<file path="config.mk">
export PLATFORM = sky130hd
export DESIGN_NAME = sram_operand_reader
export DESIGN_NICKNAME = d
export VERILOG_FILES = /design/src/rtl/sram_operand_reader.sv
export SDC_FILE = /design/constraint.sdc
export NUM_CORES = 1
export LEC_CHECK = 0
export ABC_AREA = 1
export ABC_CLOCK_PERIOD_IN_PS = 3200
export CORE_MARGIN = 1.5
export CORE_UTILIZATION = 52
export CTS_CLUSTER_SIZE = 14
export DETAILED_ROUTE_END_ITERATION = 6
export PLACE_DENSITY = 0.8
export SYNTH_ARGS = -nofsm -noshare
export SYNTH_HDL_FRONTEND = slang
export SYNTH_SLANG_ARGS = --single-unit
</file>
<file path="constraint.sdc">
create_clock -name i_clk -period 3.2 [get_ports i_clk]
set_input_delay 0.32 -clock i_clk [delete_from_list [all_inputs] [get_ports i_clk]]
set_output_delay 0.32 -clock i_clk [all_outputs]
set_load 0.02 [all_outputs]
</file>
<file path="src/rtl/sram_operand_reader.sv">
// sram_operand_reader
// Reads a burst of consecutive words from a synchronous SRAM (one-cycle read
// latency) and presents them as a valid/ready stream to a downstream consumer.
// A two-entry skid FIFO absorbs read data while the consumer stalls. Reads are
// only issued when the FIFO is guaranteed to have room for the returning word.
//
// Ports
//   i_clk        clock for all logic
//   i_rst        asynchronous active-high reset
//   i_start      one-cycle burst request (ignored unless idle)
//   i_base_addr  first SRAM word address of the burst
//   i_count      number of words to read (0 .. 2**P_ADDR_LEN)
//   o_busy       burst in progress (RUN or DRAIN)
//   o_done       one-cycle pulse after the final word has been accepted
//   o_rden       SRAM read enable
//   o_rdaddr     SRAM read address
//   i_rddata     SRAM read data, valid the cycle after o_rden
//   o_valid      stream word valid
//   i_ready      downstream accepts the word
//   o_data       stream word (zero while nothing is buffered)
//   o_last       final word of the burst, qualified by o_valid
module sram_operand_reader #(
   parameter int unsigned P_ADDR_LEN = 16'd10,
   parameter int unsigned P_BITDEPTH = 16'd16
) (
   input  logic                  i_clk,
   input  logic                  i_rst,
   input  logic                  i_start,
   input  logic [P_ADDR_LEN-1:0] i_base_addr,
   input  logic [P_ADDR_LEN:0]   i_count,
   output logic                  o_busy,
   output logic                  o_done,
   output logic                  o_rden,
   output logic [P_ADDR_LEN-1:0] o_rdaddr,
   input  logic [P_BITDEPTH-1:0] i_rddata,
   output logic                  o_valid,
   input  logic                  i_ready,
   output logic [P_BITDEPTH-1:0] o_data,
   output logic                  o_last
);

   localparam logic [P_ADDR_LEN-1:0] ADDR_ONE = {{(P_ADDR_LEN-1){1'b0}}, 1'b1};
   localparam logic [P_ADDR_LEN:0]   CNT_ONE  = {{P_ADDR_LEN{1'b0}}, 1'b1};
   localparam logic [P_ADDR_LEN:0]   CNT_ZERO = '0;

   typedef enum logic [1:0] {
      IDLE  = 2'd0,
      RUN   = 2'd1,
      DRAIN = 2'd2,
      DONE  = 2'd3
   } state_t;

   state_t                  state;
   state_t                  state_nxt;
   logic [P_ADDR_LEN-1:0]   addr;
   logic [P_ADDR_LEN:0]     issue_left;
   logic [P_ADDR_LEN:0]     xfer_left;
   logic                    inflight;
   logic [1:0]              occ;
   logic                    wr_ptr;
   logic                    rd_ptr;
   logic [P_BITDEPTH-1:0]   fifo_mem [2];
   logic                    xfer;
   logic [1:0]              pending;
   logic                    launch;

   // A word leaving the FIFO this cycle frees its slot at the same edge, so it
   // is not counted against the credit; this sustains one word per cycle.
   always_comb begin
      xfer     = o_valid & i_ready;
      pending  = occ + {1'b0, inflight} - {1'b0, xfer};
      launch   = (state == IDLE) & i_start & (i_count != CNT_ZERO);
      o_valid  = (occ != 2'd0);
      o_data   = o_valid ? fifo_mem[rd_ptr] : '0;
      o_last   = o_valid & (xfer_left == CNT_ONE);
      o_rden   = (state == RUN) & ~pending[1];
      o_rdaddr = addr;
      o_busy   = (state == RUN) | (state == DRAIN);
      o_done   = (state == DONE);
   end

   always_comb begin
      state_nxt = state;
      case (state)
         IDLE: begin
            if (i_start) begin
               state_nxt = (i_count != CNT_ZERO) ? RUN : DONE;
            end
         end
         RUN: begin
            if (o_rden && (issue_left == CNT_ONE)) begin
               state_nxt = DRAIN;
            end
         end
         DRAIN: begin
            if (xfer && o_last) begin
               state_nxt = DONE;
            end
         end
         DONE: begin
            state_nxt = IDLE;
         end
         default: begin
            state_nxt = IDLE;
         end
      endcase
   end

   always_ff @(posedge i_clk or posedge i_rst) begin
      if (i_rst) begin
         state <= IDLE;
      end else begin
         state <= state_nxt;
      end
   end

   always_ff @(posedge i_clk or posedge i_rst) begin
      if (i_rst) begin
         addr       <= '0;
         issue_left <= '0;
         xfer_left  <= '0;
         inflight   <= 1'b0;
         occ        <= 2'd0;
         wr_ptr     <= 1'b0;
         rd_ptr     <= 1'b0;
      end else begin
         if (launch) begin
            addr       <= i_base_addr;
            issue_left <= i_count;
            xfer_left  <= i_count;
         end else begin
            if (o_rden) begin
               addr       <= addr + ADDR_ONE;
               issue_left <= issue_left - CNT_ONE;
            end
            if (xfer) begin
               xfer_left <= xfer_left - CNT_ONE;
            end
         end
         inflight <= o_rden;
         occ      <= pending;
         if (inflight) begin
            wr_ptr <= ~wr_ptr;
         end
         if (xfer) begin
            rd_ptr <= ~rd_ptr;
         end
      end
   end

   // Storage needs no reset: o_data is masked to zero whenever the FIFO is empty.
   always_ff @(posedge i_clk) begin
      if (inflight) begin
         fifo_mem[wr_ptr] <= i_rddata;
      end
   end

endmodule

</file>
; Yosys cells after proc, flatten, opt, wreduce, memory -nomap -nowiden
; Memory sizes are Yosys's and may differ from the RTL's.
; Cells that the tools add are included.
; W data, S select, Z words.
[op_classes]
addsub = 5
eq_ne = 8
n_mux = 14
n_bitwise = 9
reduce_logical = 8
[ops]
columns = op, n
row1 = $mux W11, 4
row2 = $eq A11 B1 Y1 const B, 2
row3 = $sub A11 B1 Y11 const B, 2
row4 = $mux W10, 2
row5 = $mux W16, 1
row6 = $reduce_bool A11 Y1, 1
row7 = $add A10 B1 Y10 const B, 1
row8 = $mux W2, 4
row9 = $pmux W2 S4, 1
row10 = $reduce_bool A2 Y1, 3
row11 = $and A1 B1 Y1, 5
row12 = $eq A2 B2 Y1 const B, 2
row13 = $ne A2 B1 Y1 const B, 2
row14 = $not A1 Y1, 3
row15 = $reduce_and A3 Y1, 1
row16 = $add A2 B1 Y2, 1
row17 = $eq A2 B1 Y1 const B, 1
row18 = $logic_and A1 B1 Y1, 2
row19 = $logic_not A2 Y1, 1
row20 = $mux W1, 2
row21 = $ne A2 B2 Y1 const B, 1
row22 = $sub A2 B1 Y2, 1
row23 = $or A1 B1 Y1, 1
[totals]
reg_bits = 39
mem_bits_rw = 32
memories = 1
[memory_table]
columns = name, depth, word_bits, read_ports, rd_ports_with_merged_regs, write_ports, line
row1 = fifo_mem, 2, 16, 1, 0, 1, 62  ; logic [P_BITDEPTH-1:0] fifo_mem [2];

; Depth between registers and ports, before layout
; Gate-level depths: netlist (run 1).
[logic_depth]
ltp_word = 8
depth_mapped = 17

; Worst setup path before layout (run 1)
; OpenSTA, ideal clock, no wires.
[synth_timing]
kind = register -> register
start = register occ[1]
end = register addr[3], in the netlist o_rdaddr[3]
arrival_ps = 2327
required_ps = 3131
slack_ps = 804
stages_incl_launch_ff = 18
path_buffers = 1
period_less_slack_ps = 2396
path_cell_list = dfrtp_1 -> nor2_4 -> inv_1 -> nand2_2 -> inv_1 -> ha_1 -> inv_1 -> ha_1 -> inv_1 -> nand2_1 -> nand2_1 -> nand2_1 -> nand2_1 -> nand2_1 -> nor2_4 -> buf_4 -> nand2_1 -> nand3_1
[synth_between]
elab_chain_cells = 6
word_cells_on_any_way = 7
classes_between = add/sub (2) / bitwise (3) / reduce/logical (2)
[synth_lines]
columns = element, line
row1 = "start, declared", 59  ; logic [1:0] occ;
row2 = "start signal, assigned", 141  ; occ <= pending;
row3 = $reduce_bool A2 Y1, 73  ; o_valid = (occ != 2'd0);
row4 = via o_valid, 36  ; output logic o_valid,
row5 = $and A1 B1 Y1, 70  ; xfer = o_valid & i_ready;
row6 = via xfer, 63  ; logic xfer;
row7 = $sub A2 B1 Y2, 71  ; pending = occ + {1'b0, inflight} - {1'b0, xfer};
row8 = $not A1 Y1, 76  ; o_rden = (state == RUN) & ~pending[1];
row9 = $and A1 B1 Y1, 76
row10 = $reduce_bool A2 Y1 (no source line), -
row11 = "end signal, assigned", 128  ; addr <= i_base_addr;
row12 = "end signal, assigned", 133  ; addr <= addr + ADDR_ONE;
row13 = "end, declared", 55  ; logic [P_ADDR_LEN-1:0] addr;
; The timed path passes the listed nets, and every way through them passes these cells.
; A chain may end at the register's enable or synchronous reset.

; Worst setup path in the final report (run 1)
[layout_timing]
start = register occ[1]
end = output o_rden
[layout_between]
elab_chain_cells = 5
word_cells_on_any_way = 6
classes_between = add/sub (2) / bitwise (3) / reduce/logical (1)
[layout_lines]
columns = element, line
row1 = $reduce_bool A2 Y1, 73
row2 = $and A1 B1 Y1, 70
row3 = via xfer, 63
row4 = $sub A2 B1 Y2, 71
row5 = $not A1 Y1, 76
row6 = $and A1 B1 Y1, 76
row7 = "end, declared", 33  ; output logic o_rden,
; The timed path passes the listed nets, and every way through them passes these cells.

==> impl_metrics.toml, run 1 <==
[sta]
setup_viol = 0
slew_headroom_pct = 48.2
tns_ns = 0
rsz0062_at_grt = "false"
finalHoldViolCount = 0
worst_pin_slew_ns = 0.775
min_period_ns = 2.77
fin_worst_skew_ns = 0.00839
slew_viol_final = 0
period_share_pct = 86.5
timing.hold.ws_ns = 0.392
timing.fmax_mhz = 361
fin_ws_ns = 0.433

[clock_network]
cts.path.max_buffers = 2
h-tree-depth = 3
tritoncts = "done"
clkTransAtPathRegs_ns = 0.08
numCtsBuffers = 9
cts.sinks = 71
cts_setup_buffers = 0
clk_latency_ns = 0.35
root_buffer = "clkbuf_8"

[power_and_ir_drop]
p_int_mw = 2.69
p_switching_mw = 1.99
p_leak_nw = 2.13
ir_worst_vdd_mv = 0.583
swShare_pct = 42.6
powerDensity_nw_per_um2 = 985
power.share.clock_pct = 16.6
p_comb_share_pct = 49.7
power_frac_seq_pct = 33.7

[setup_path]
cpPeakStageDelay_ns = 0.43
crit_buf_inv = 6
cp_top_family = "buffers and inverters"
crit_arrival_ns = 2.45
required_ns = 2.88
rrSetupSlack_ns = 0.55
cp-end-kind = "output pin"
critPathLaunchType = "flop"
cp_max_fo = 4
r2r_cells = 17
crit_chain = "nor2_4, inv_1, nand2_2, inv_1, ha_1, inv_1, ha_1, inv_1, nand2_1, nand2_1, nand2_1, nand2_1, nand2_1, inv_1, dlymetal6s2s_1"
criticalPathCategory = "flop to output pin"
reg2reg_from = "occ[1]"
cpMaxStageDelayCell = "dfrtp_1"
r2r-end = "issue_left[9]"

[synthesis]
syn_area_um2 = 3720
ys_warn_count = 0
synth_edf_count = 32
yosysMostFrequentCell = "nand2_1"
seq_area_frac_synth_pct = 52.1
ys_ff_latch = 71
synth_common_cells = "nand2_1 (139), nand3_1 (67), inv_1 (41)"
ys.flop_type = "dfrtp_1"
yosysUniqueCellTypes = 25
yosys.area.top_type = "dfrtp_1"
synth_cells = 437
synth.net_count = 490
synthTopCellsByArea = "dfrtp_1 (26%), edfxtp_1 (26%), nand2_1 (14%)"
synth_top_area_share_pct = 26.2
synth.avg_cell_area_um2 = 8.51
async_reset_ff_share_pct = 54.9

[drt]
final_antenna_net_count = 0
drtIter0Drc = 216
drcViolationCount = 0
wl_um = 8510
first_pass_iters = 4
vias = 3188
vias_per_cell = 5.19
wl_per_cell_um = 13.9

[cells_and_area]
multi_input_area_um2 = 1570
n_antenna_cell = 0
area_delta_synth_final_pct = 27.7
fin_nets = 566
fill_cells = 545
regArea_um2 = 1940
drive_gt1_share_pct = 5.79

[floorplanning]
ios = 72
core_area_um2 = 6870
die_height_um = 87.6
start_util_pct = 54.2
design.die.area_um2 = 7670
die_w_um = 87.6
num_rows = 30

[global_route]
grt_pass1_vias = 2987
grt-ovfl-total = 0
track_usage_pct = 23.0
grt_pass1_wl_um = 13600
antenna_found_initial = 0
grt_max_degree = 40

[place]
io_buffers = 71
place_ws_ns = 0.228
gp_congestion = 0.849
hpwl_um = 6010

[job]
cap_viol_max_count = 0

[outcome]
outcome = "finished clean"

[min_path]
hold_path_class = "primary input to asynchronous set/reset pin"
power by group through the flow:
stage	combinational (mW)	clock (mW)	sequential (mW)
2_1_floorplan	1.50	0	1.59
3_3_place_gp	2.25	0	1.57
3_5_place_dp	2.32	0	1.58
4_1_cts	2.34	0.781	1.57
5_1_grt	2.57	0.821	1.61
6_report	2.32	0.778	1.58
worst max path at each step:
stage | startpoint | to | slack, ns | cells past startpoint
floorplan | occ[1] | o_rdaddr[3] | 0.80 | 17
CTS | occ[1] | o_rden | 0.06 | 15
global placement | i_ready | o_rden | 0.30 | 13
finish | occ[1] | o_rden | 0.43 | 15
global route | occ[1] | o_rden | 0.26 | 15
detailed placement | i_ready | o_rden | 0.23 | 13
final cells by class:
class | count | share of cell area (%)
sequential | 71 | 40.8
multi-input combinational | 312 | 33.0
timing repair buffer | 76 | 15.8
inverter | 43 | 3.40
clock buffer | 10 | 2.69
tap | 96 | 2.53
clock inverter | 6 | 1.82
layer usage:
metal  track usage [%]  wire length [µm]  vias up
li1                  -                 -     1563
met1              29.5              3710     1507
met2              39.1              4190      102
met3              3.58               448       16
met4              9.24               157        0
met5                 0                 0        -
flip-flops by register name, summed over array words and instances, names as in the netlist, 2 cells and up:
register,flops
xfer_left,11
state,2
issue_left,11
o_rdaddr,10
occ,2
fifo_mem,32
metrics by stage:
stage          utilization (%)  instance area (µm²)  std cells  power, mW
3_3_place_gp              66.0                 4540        598       3.82
6_report                  69.2                 4750        614       4.68
3_5_place_dp              66.0                 4540        598       3.91
4_1_cts                   69.1                 4750        614       4.69
2_1_floorplan                -                 3720        437       3.09
5_1_grt                   69.2                 4750        614       5.01
layout by cell type, fill, tap and decap left out, types with 9 or more instances in the layout:
master	instances
a21oi_1	18
dfrtp_1	39
ha_1	12
nand2_1	139
nand3_1	67
inv_1	41
nor2_1	33
edfxtp_1	32
clkbuf_8	9
xor2_1	16
clkdlybuf4s50_1	70
timing repair:
item,CTS,global route
hold buffers,0,0
resized for setup,0,1
setup endpoints to repair,0,1
kinds of logic after synthesis:
logic type	after synthesis	share of synthesized area [%]
AND/OR/NAND/NOR	256	29.6
adder cells (fa/ha/maj)	12	4.04
buffers and inverters	54	5.75
flip-flops	71	52.1
XOR/XNOR	23	5.42
AO/OA/AOI/OAI	21	3.13
worst min-delay path, cell delays in order:
cell,delay (ns)
clkdlybuf4s50_1,0.40
inv_1,0.05
buf_4,0.42
Note: power is estimated with default switching activity, not from simulation.
==> run 2: changes to the inputs <==
CAP_MARGIN = 40   (was unset)
==> results of run 2 <==
The final DEF is identical to that of run 1; final timing and power are the same.
